File: src/rtl/imm_extend_unit.sv
// Registered operand-extension stage: widens a shift amount or immediate to DATA_W
// and holds results in a 2-entry FIFO so one cycle of downstream stall is absorbed.
module imm_extend_unit #(
    parameter int DATA_W  = 32,
    parameter int IMM_W   = 16,
    parameter int SHAMT_W = 5,
    parameter int TAG_W   = 5
) (
    input  logic               clk,
    input  logic               rst_n,
    input  logic               in_valid,
    output logic               in_ready,
    input  logic [1:0]         in_mode,
    input  logic [SHAMT_W-1:0] in_shamt,
    input  logic [IMM_W-1:0]   in_imm,
    input  logic [TAG_W-1:0]   in_tag,
    output logic               out_valid,
    input  logic               out_ready,
    output logic [DATA_W-1:0]  out_data,
    output logic [TAG_W-1:0]   out_tag,
    output logic [1:0]         out_count
);

    logic [DATA_W-1:0] shamt_zext;
    logic [DATA_W-1:0] imm_sext;
    logic [DATA_W-1:0] imm_zext;
    logic [DATA_W-1:0] imm_upper;
    logic [DATA_W-1:0] ext_data;

    // Bitwise construction keeps every mode legal even when DATA_W equals a field width.
    genvar gi;
    generate
        for (gi = 0; gi < DATA_W; gi++) begin : g_ext
            if (gi < SHAMT_W) begin : g_shamt_lo
                assign shamt_zext[gi] = in_shamt[gi];
            end else begin : g_shamt_hi
                assign shamt_zext[gi] = 1'b0;
            end

            if (gi < IMM_W) begin : g_imm_lo
                assign imm_sext[gi] = in_imm[gi];
                assign imm_zext[gi] = in_imm[gi];
            end else begin : g_imm_hi
                assign imm_sext[gi] = in_imm[IMM_W-1];
                assign imm_zext[gi] = 1'b0;
            end

            if (gi >= DATA_W - IMM_W) begin : g_upper_hi
                assign imm_upper[gi] = in_imm[gi-(DATA_W-IMM_W)];
            end else begin : g_upper_lo
                assign imm_upper[gi] = 1'b0;
            end
        end
    endgenerate

    always_comb begin
        ext_data = shamt_zext;
        case (in_mode)
            2'b00:   ext_data = shamt_zext;
            2'b01:   ext_data = imm_sext;
            2'b10:   ext_data = imm_zext;
            default: ext_data = imm_upper;
        endcase
    end

    logic [DATA_W-1:0] head_data_reg, head_data_next;
    logic [TAG_W-1:0]  head_tag_reg,  head_tag_next;
    logic [DATA_W-1:0] tail_data_reg, tail_data_next;
    logic [TAG_W-1:0]  tail_tag_reg,  tail_tag_next;
    logic [1:0]        count_reg,     count_next;
    logic              push;
    logic              pop;

    assign in_ready  = (count_reg != 2'd2);
    assign out_valid = (count_reg != 2'd0);
    assign out_data  = head_data_reg;
    assign out_tag   = head_tag_reg;
    assign out_count = count_reg;
    assign push      = in_valid & in_ready;
    assign pop       = out_valid & out_ready;

    always_comb begin
        head_data_next = head_data_reg;
        head_tag_next  = head_tag_reg;
        tail_data_next = tail_data_reg;
        tail_tag_next  = tail_tag_reg;
        count_next     = count_reg;
        case (count_reg)
            2'd0: begin
                if (push) begin
                    head_data_next = ext_data;
                    head_tag_next  = in_tag;
                    count_next     = 2'd1;
                end
            end
            2'd1: begin
                // With a simultaneous pop the new entry goes straight to head.
                if (push && pop) begin
                    head_data_next = ext_data;
                    head_tag_next  = in_tag;
                end else if (push) begin
                    tail_data_next = ext_data;
                    tail_tag_next  = in_tag;
                    count_next     = 2'd2;
                end else if (pop) begin
                    count_next     = 2'd0;
                end
            end
            2'd2: begin
                if (pop) begin
                    head_data_next = tail_data_reg;
                    head_tag_next  = tail_tag_reg;
                    count_next     = 2'd1;
                end
            end
            default: count_next = 2'd0;
        endcase
    end

    always_ff @(posedge clk) begin
        if (!rst_n) begin
            head_data_reg <= '0;
            head_tag_reg  <= '0;
            tail_data_reg <= '0;
            tail_tag_reg  <= '0;
            count_reg     <= 2'd0;
        end else begin
            head_data_reg <= head_data_next;
            head_tag_reg  <= head_tag_next;
            tail_data_reg <= tail_data_next;
            tail_tag_reg  <= tail_tag_next;
            count_reg     <= count_next;
        end
    end

endmodule
File: config.mk
export PLATFORM = sky130hd
export DESIGN_NAME = imm_extend_unit
export DESIGN_NICKNAME = d
export VERILOG_FILES = /design/src/rtl/imm_extend_unit.sv
export SDC_FILE = /design/constraint.sdc
export NUM_CORES = 1
export LEC_CHECK = 0
export ABC_AREA = 1
export CAP_MARGIN = 20
export CORE_MARGIN = 2
export CORE_UTILIZATION = 60
export DETAILED_ROUTE_END_ITERATION = 6
export DONT_BUFFER_PORTS = 1
export PLACE_DENSITY = 0.87
export SYNTH_ARGS = -nofsm -noshare
export SYNTH_HDL_FRONTEND = slang
export SYNTH_SLANG_ARGS = --single-unit
File: constraint.sdc
create_clock -name clk -period 4.08 [get_ports clk]
set_input_delay 0.816 -clock clk [delete_from_list [all_inputs] [get_ports clk]]
set_output_delay 0.816 -clock clk [all_outputs]
set_load 0.005 [all_outputs]
======== Word level (Yosys, flattened, before mapping) ========
Cells that the tools add are included.
W data, S select, Z words.
word-level totals
  output and inout port bits .............. 41
  input bits .............................. 32
  flip-flop bits (word level) ............. 76
  word-level logic and storage cells ...... 41
cells by class
  reductions and logical operators ........ 8
  equality and inequality tests ........... 10
  muxes and demuxes ....................... 15
  bitwise logic cells ..................... 3
operators by type and width
  cell                  number
  $pmux W32 S3          2
  $mux W32              3
  $mux W5               3
  $pmux W5 S3           1
  $mux W2               5
  $ne A2 B2 Y1 const B  5
  $reduce_and A4 Y1     2
  $pmux W2 S3           1
  $eq A2 B1 Y1 const B  2
  $eq A2 B2 Y1 const B  2
  $logic_not A2 Y1      2
  $ne A3 B3 Y1 const B  1
  $reduce_and A3 Y1     1
  $reduce_bool A3 Y1    1
  $and A1 B1 Y1         2
  $reduce_bool A2 Y1    1
  $logic_and A1 B1 Y1   1
  $not A1 Y1            1

======== Depth between registers and ports, before layout ========
Gate-level depths: netlist (run 1).
  depth after elaboration ................. 6
  depth in mapped cells ................... 10
  gate-level depth less buffers ........... 8

======== Least setup slack after synthesis (run 1) ========
No wires, ideal clock.
  path type ............................... register to output
  from .................................... reg count_reg[0], in the netlist out_count[0]
  to ...................................... out in_ready
  cell stages (with the launch flop) ...... 4
  arrival time ............................ 871 ps
  buffers on the path ..................... 1
  slack ................................... 2393 ps
  data required time ...................... 3264 ps
  path through ............................ dfxtp_1 -> inv_2 -> nand2_1 -> buf_2
on the way
  cells in the longest elaborated chain, start to end .. 1
ends and longest elaborated chain
  what                      RTL line  RTL
  start: declaration        70        logic [1:0] count_reg, count_next;
  start signal: assignment  132       count_reg <= count_next;
  $ne A2 B2 Y1              74        assign in_ready = (count_reg != 2'd2);
  end: declaration          12        output logic in_ready,
Every way passes these cells.

======== Worst setup path in the final report (run 1) ========
  from .................................... reg count_reg[1], in the netlist out_count[1]
  to ...................................... reg head_tag_reg[3], in the netlist out_tag[3]
on the way
  cells in the longest elaborated chain, start to end .. 5
  elaborated cells between the ends (all ways) .. 14
  those cells by class .................... eq/ne: 6; mux: 1; bitwise: 2; reduce/logical: 5
ends and longest elaborated chain
  what                                                       RTL line  RTL
  $ne A2 B2 Y1 / $reduce_bool A2 Y1 (equally long branches)  74, 75
  $and A1 B1 Y1 (on tied branches)                           79, 80
  $logic_and A1 B1 Y1                                        98        if (push && pop) begin
  $ne A2 B2 Y1 (no line)                                     --
  $reduce_and A4 Y1 (no line)                                --
  end signal: assignment                                     129       head_tag_reg <= head_tag_next;
  end: declaration                                           67        logic [TAG_W-1:0] head_tag_reg, head_tag_next;
Parallel ways exist; a longest one is shown, timed or not.
A chain may end at the register's enable or synchronous reset.

==> results of run 1 <==
[how the worst max path moves through the flow]
stage / slack, ns / startpoint / to / cells past startpoint
final: 1.75 / out_count[1] / out_tag[3] / 7
after global routing: 1.46 / out_count[1] / out_tag[3] / 7
after CTS: 1.74 / out_count[1] / out_tag[3] / 7
after detailed placement: 1.59 / out_ready / out_tag[2] / 6
after global placement: 1.66 / in_valid / out_tag[4] / 6
after floorplan: 2.39 / out_count[0] / in_ready / 3
[cell usage after synthesis]
master / n / area (um2)
sky130_fd_sc_hd__nand2_1: 202 / 758
sky130_fd_sc_hd__inv_1: 39 / 146
sky130_fd_sc_hd__clkbuf_1: 10 / 37.5
sky130_fd_sc_hd__a211oi_1: 1 / 7.51
sky130_fd_sc_hd__buf_4: 6 / 45.0
sky130_fd_sc_hd__o21ai_0: 36 / 180
sky130_fd_sc_hd__a21oi_1: 18 / 90.1
sky130_fd_sc_hd__nor2_2: 3 / 18.8
sky130_fd_sc_hd__dfxtp_1: 76 / 1520
sky130_fd_sc_hd__nand4_1: 2 / 12.5
sky130_fd_sc_hd__buf_2: 15 / 75.1
sky130_fd_sc_hd__inv_2: 5 / 18.8
sky130_fd_sc_hd__nand3b_1: 5 / 37.5
sky130_fd_sc_hd__nand3_1: 30 / 150
sky130_fd_sc_hd__nand2_2: 1 / 6.26
sky130_fd_sc_hd__buf_6: 3 / 33.8
sky130_fd_sc_hd__nor2_1: 138 / 518
[metal layers]
layer | routed length [um] | vias to the layer above
li1 | - | 1763
met1 | 3640 | 1472
met2 | 3840 | 141
met3 | 681 | 19
met4 | 269 | 0
met5 | 0 | -
[power breakdown]
part / internal (mW) / switching [mW]
combinational: 0.0882 / 0.170
clock: 0.439 / 0.274
sequential: 0.811 / 0.0476
total: 1.34 / 0.492
[logic make-up (layout without fill, tap and decap cells)]
group / count (synthesis) / count (layout) / synth area share (%)
simple gates: 381 / 381 / 41.1
flops: 76 / 76 / 41.6
compound gates: 55 / 55 / 7.60
buf+inv: 78 / 63 / 9.75
[worst register-to-register path: stages, from the launching register on]
cell and delay [ns]:
sky130_fd_sc_hd__dfxtp_1 0.55, sky130_fd_sc_hd__inv_2 0.13, sky130_fd_sc_hd__nand4_1 0.11, sky130_fd_sc_hd__nand2_1 0.26, sky130_fd_sc_hd__nand2_2 0.83, sky130_fd_sc_hd__inv_2 0.16
sky130_fd_sc_hd__nor2_1 0.14, sky130_fd_sc_hd__nor2_1 0.06
[per-stage QoR]
step	total power [mW]	hold WS [ns]	setup slack, ns	cells
finish	1.83	0.497	1.75	650
global route	1.92	0.524	1.46	650
CTS	1.83	0.503	1.74	650
detailed placement	1.13	0.496	1.59	634
global placement	1.12	0.480	1.66	634
floorplan	1.10	0.471	2.39	590
[final cells by class]
type / count / area, um2 / area share [%]
Inverter: 44 / 165 / 4.31
Tap cell: 75 / 93.8 / 2.45
Clock buffer: 12 / 155 / 4.05
Sequential cell: 76 / 1520 / 39.7
Clock inverter: 4 / 95.1 / 2.48
Timing Repair Buffer: 3 / 22.5 / 0.588
Multi-Input combinational cell: 436 / 1780 / 46.4
==> qor.yml, run 1 <==
mapped_cells: 590
floorplan.initialDensity_pct: 61.8
synth_seq_cells: 76
worst-endpoint-arrival_ns: 2.58
cp_slowest_cell: "sky130_fd_sc_hd__nand2_2"
worst_setup_path_start_kind: "register"
fill_cells: 538
gp_congestion: 0.864
synthesis.nets: 622
grt.busiest_layer: "met2"
placement_rows: 28
fmax_ghz: 0.430
viasPerCell: 5.22
timing_worst_setup_path_type: "reg2reg"
cpPeakStageDelay_ns: 0.83
wire_length_of_the_first_global_routing_pass_um: 13800
die_y_um: 82.1
rsz0062_at_grt: "false"
setup_tns_ns: 0
cts-buffers-inserted: 9
hold_viol: 0
numPortBuffers: 0
crit_family: "simple AND/OR/NAND/NOR gates"
critical_path.reg2reg.endpoint: "out_tag[3]"
period_utilisation_layout_pct: 57.0
min_path_cells: 2
wire_per_inst_um: 13.0
worst_setup_hold_path_clk_slew_ns: 0.08
layout.nets: 602
finalMaxSlewViolations: 0
crit_fanout: 58
cts-root-to-sink-buffers: 2
whs_endpoint: "tail_data_reg[31]"
drt_iter0_markers: 409
cts-htree-levels: 3
critical_path.n_buffers_inverters: 2
final_standard_cell_utilization_of_the_core_pct: 64.7
dp_hpwl_um: 5220
ctsRootBufferMaster: "sky130_fd_sc_hd__clkbuf_8"
resized_after_cts: 0
holdBufCountCts: 0
cts_tree: "yes"
r2r_cells: 7
period_minus_slack_ns: 2.33
drv_cap: 0
worstPathCellList: "inv_2 > nand4_1 > nand2_1 > nand2_2 > inv_2 > nor2_1 > nor2_1"
worstSkewPairLatency_ns: 0.35
post_synthesis_mean_instance_area_um2: 6.20
placed_cell_area_um2: 3580
required_ns: 4.33
critical_path.endpoint_type: "register"
antenna_cells: 0
drive_gt1_share_pct: 4.70
layout.cells.most_common: "sky130_fd_sc_hd__nand2_1"
number_of_global_route_vias_before_repair: 3101
setup_viol: 0
use_met3_pct: 6.81
slew_worst_pin_ns: 0.998
timing.reg2reg.setup_slack_ns: 1.75
pre_repair_dr_iteration_count: 5
synth.cell_area_um2: 3660
antenna_found_initial: 0
layout_common_cells: "sky130_fd_sc_hd__nand2_1, sky130_fd_sc_hd__nor2_1, sky130_fd_sc_hd__dfxtp_1"
via_count: 3395
run_status: "finished, final reports clean"
floorplan.die_area_um2: 6740
timing.hold.worst.start: "tail_data_reg[31]"
post_cts_buffers: 0
core_area_um2: 5920
power-per-cell-area_nw_per_um2: 478
die_x_um: 82.1
grt-ovfl-total: 0
grt_start_max_net_pins: 75
grt_use_total_pct: 26.6
grtUsageMet2_pct: 42.2
maxSlewHeadroom_pct: 33.2
max-vdd-ir-drop_mv: 0.258
finalWirelength_um: 8430
yosys_warnings: 0
cts.sink_count: 76
synth_cell_types: 17
finish.instance_area_um2: 3830
i_o_pin_count: 73
worstReg2RegStart: "out_count[1]"
detail_route.drc_violations: 0
met1_usage_pct: 33.8
hold_path_class: "reg2reg"
layout-area-overhead-vs-synth_pct: 4.79
synth-seq-area-share_pct: 41.6
cellLeakagePower_nw: 1.99
finClkSkew_ns: 0.00659
antenna_left: 0
(Power assumes the default switching activity.)
==> run 2, diff against run 1 <==
--- a/config.mk
+++ b/config.mk
@@ -8,10 +8,10 @@
 export ABC_AREA = 1
 export CAP_MARGIN = 20
 export CORE_MARGIN = 2
-export CORE_UTILIZATION = 60
+export CORE_UTILIZATION = 57
 export DETAILED_ROUTE_END_ITERATION = 6
 export DONT_BUFFER_PORTS = 1
-export PLACE_DENSITY = 0.87
+export PLACE_DENSITY = 0.86
 export SYNTH_ARGS = -nofsm -noshare
 export SYNTH_HDL_FRONTEND = slang
 export SYNTH_SLANG_ARGS = --single-unit
==> constraint.sdc (replaced) <==
create_clock -name clk -period 1.9 [get_ports clk]
set_input_delay 0.38 -clock clk [delete_from_list [all_inputs] [get_ports clk]]
set_output_delay 0.38 -clock clk [all_outputs]
set_load 0.005 [all_outputs]
==> run 2 against run 1 <==
Net effect: worst hold slack got worse by 0.36 ns; worst setup slack got worse by 1.6 ns; the run now ends with design-rule violations left; clock power rose by 58%; sequential share of layout area fell by 0.27 points; final cell count rose by 1.4%.
==> qor.yml, run 2 (same netlist as run 1, synthesis figures left out) <==
core_area_um2: 6280  # was 5920 um2
finClkSkew_ns: 0.00703  # was 0.00659 ns
layout_common_cells: "sky130_fd_sc_hd__nand2_1, sky130_fd_sc_hd__nor2_1, sky130_fd_sc_hd__dfxtp_1"  # unchanged
floorplan.initialDensity_pct: 58.3  # was 61.8%
holdBufCountCts: 0  # unchanged
fmax_ghz: 0.579
cts-root-to-sink-buffers: 2  # unchanged
critical_path_capture_point: "in_ready"  # was out_tag[3]
worstReg2RegStart: "out_count[1]"  # unchanged
layout-area-overhead-vs-synth_pct: 5.51  # was 4.79%
resized_after_cts: 0  # unchanged
number_of_global_route_vias_before_repair: 3150  # was 3101
antenna_left: 0  # unchanged
swShare_pct: 30.2  # was 26.9%
max-vdd-ir-drop_mv: 0.521  # was 0.258 mV
critical_path.reg2reg.endpoint: "tail_data_reg[31]"  # was out_tag[3]
fill_cells: 589  # was 538
detail_route.drc_violations: 2  # was 0
critical_path.endpoint_type: "primary output"  # was register
pwr-share-clk_pct: 31.6  # was 39.0%
hold_path_class: "in2reg"  # was reg2reg
pwr-share-seq_pct: 51.7  # was 46.9%
ctsRootBufferMaster: "sky130_fd_sc_hd__clkbuf_8"  # unchanged
m1_wire_length_um: 3820  # was 3640 um
setup_tns_ns: 0  # unchanged
grt_use_total_pct: 25.4  # was 26.6%
period_minus_slack_ns: 1.73
multi_input_comb_area_um2: 1780  # unchanged
hold_viol: 0  # unchanged
layout.nets: 610  # was 602
drive_gt1_share_pct: 6.01  # was 4.70%
timing.reg2reg.setup_slack_ns: 0.33  # was 1.75 ns
worst_setup_path_start_kind: "register"  # unchanged
numPortBuffers: 0  # unchanged
run_status: "finished, violations left"  # was finished, final reports clean
period_utilisation_layout_pct: 90.9
timing_worst_setup_path_type: "reg2out"  # was reg2reg
rsz0062_at_grt: "false"  # unchanged
intPower_mw: 2.49  # was 1.34 mW
placement_rows: 29  # was 28
netSwitchingPower_mw: 1.08  # was 492 uW
worst-endpoint-arrival_ns: 1.35  # was 2.58 ns
cts-htree-levels: 3  # unchanged
cellLeakagePower_nw: 2.00  # was 1.99 nW
antenna_cells: 0  # unchanged
worstSkewPairLatency_ns: 0.35  # about the same
met3_length_um: 675  # was 681 um
via_count: 3465  # was 3395
layout.cells.most_common: "sky130_fd_sc_hd__nand2_1"  # unchanged
floorplan.die_area_um2: 7070  # was 6740 um2
grt-ovfl-total: 0  # unchanged
wire_per_inst_um: 13.2  # was 13.0 um
finalWirelength_um: 8690  # was 8430 um
slew_worst_pin_ns: 0.512  # was 0.998 ns
cts_tree: "yes"  # unchanged
r2r_cells: 6  # was 7
cts.sink_count: 76  # unchanged
drt_iter0_markers: 471  # was 409
crit_fanout: 18  # was 58
required_ns: 1.52  # was 4.33 ns
cts-buffers-inserted: 9  # unchanged
power.combinational.fraction_pct: 16.7  # was 14.1%
worst_setup_hold_path_clk_slew_ns: 0.08  # about the same
finalMaxSlewViolations: 0  # unchanged
setup_viol: 0  # unchanged
route.top_layer_used: "met4"  # unchanged
timing.hold.ws_ns: 0.140  # was 0.497 ns
viasPerCell: 5.26  # was 5.22
drv_cap: 0  # unchanged
maxSlewHeadroom_pct: 65.8  # was 33.2%
i_o_pin_count: 73  # unchanged
setup.worst_path.start: "out_count[0]"  # was out_count[1]
pre_repair_dr_iteration_count: 7  # was 5
sequential_cell_area_um2: 1520  # unchanged
gp_congestion: 0.834  # was 0.864
wire_length_of_the_first_global_routing_pass_um: 14700  # was 13800 um
post_cts_buffers: 0  # unchanged
power-per-cell-area_nw_per_um2: 924  # was 478 nW/um2
violations: "design-rule violations"
dr_wl_met2_um: 3980  # was 3840 um
dp_hpwl_um: 5690  # was 5220 um
grt_start_max_net_pins: 75  # unchanged
die_x_um: 84.1  # was 82.1 um
die_y_um: 84.1  # was 82.1 um
antenna_found_initial: 0  # unchanged
run 2: cell count changes in the layout (fill, tap and decap cells not counted), sizes merged:
cell,delta
clkinv,+1
buf,+8
clkbuf,-1
clkinvlp,+2
bufinv,-3
run 2: layout make-up:
class	instances	share of cell area, %
Timing Repair Buffer	11	3.11
Clock buffer	11	3.92
Multi-Input combinational cell	436	46.1
Inverter	44	4.28
Sequential cell	76	39.4
Clock inverter	4	0.649
Tap cell	77	2.50
run 2: how the worst min path moves through the flow:
| stage | startpoint | endpoint | slack, ns | cells after the start |
|---|---|---|---|---|
| final | rst_n | out_data[9] | 0.14 | 2 |
| after global routing | rst_n | out_data[15] | 0.14 | 2 |
| after CTS | rst_n | out_data[25] | 0.13 | 2 |
| after detailed placement | tail_data_reg[31] | tail_data_reg[31] | 0.50 | 2 |
| after global placement | tail_data_reg[19] | tail_data_reg[19] | 0.49 | 2 |
| after floorplan | tail_data_reg[31] | tail_data_reg[31] | 0.47 | 2 |
run 2: critical path: stages, from the launching register on:
cell and delay [ns]:
sky130_fd_sc_hd__dfxtp_1 0.49, sky130_fd_sc_hd__inv_2 0.15, sky130_fd_sc_hd__nand2_1 0.11, sky130_fd_sc_hd__buf_4 0.24
run 2: stage by stage:
step           utilization [%]  instance area [um2]  cells  power (mW)  setup slack, ns
6_report                  61.5                 3860    659        3.57            0.173
2_1_floorplan                -                 3660    590        2.36            0.569
3_3_place_gp              58.7                 3680    644        2.45            0.395
4_1_cts                   61.5                 3860    659        3.58            0.178
5_1_grt                   61.5                 3860    659        3.76           0.0698
3_5_place_dp              58.7                 3680    644        2.47            0.328
run 2: power by group through the flow:
stage / registers (mW) / logic (mW) / clock network, mW
after CTS: 1.85 / 0.594 / 1.14
after global routing: 1.86 / 0.695 / 1.20
after floorplan: 1.85 / 0.511 / 0
after global placement: 1.88 / 0.571 / 0
after detailed placement: 1.88 / 0.590 / 0
final: 1.85 / 0.595 / 1.13
run 2: metal layers:
metal | vias to the layer above | global-route usage [%]
met5 | - | 0
met3 | 30 | 8.70
li1 | 1771 | -
met2 | 127 | 38.7
met4 | 0 | 11.0
met1 | 1537 | 32.7
==> run 3, diff against run 2 <==
--- a/config.mk
+++ b/config.mk
@@ -11,6 +11,7 @@
 export CORE_UTILIZATION = 57
 export DETAILED_ROUTE_END_ITERATION = 6
 export DONT_BUFFER_PORTS = 1
+export HOLD_SLACK_MARGIN = 0.03
 export PLACE_DENSITY = 0.86
 export SYNTH_ARGS = -nofsm -noshare
 export SYNTH_HDL_FRONTEND = slang
==> results of run 3 <==
The final DEF is identical to that of run 2; final timing and power are the same.
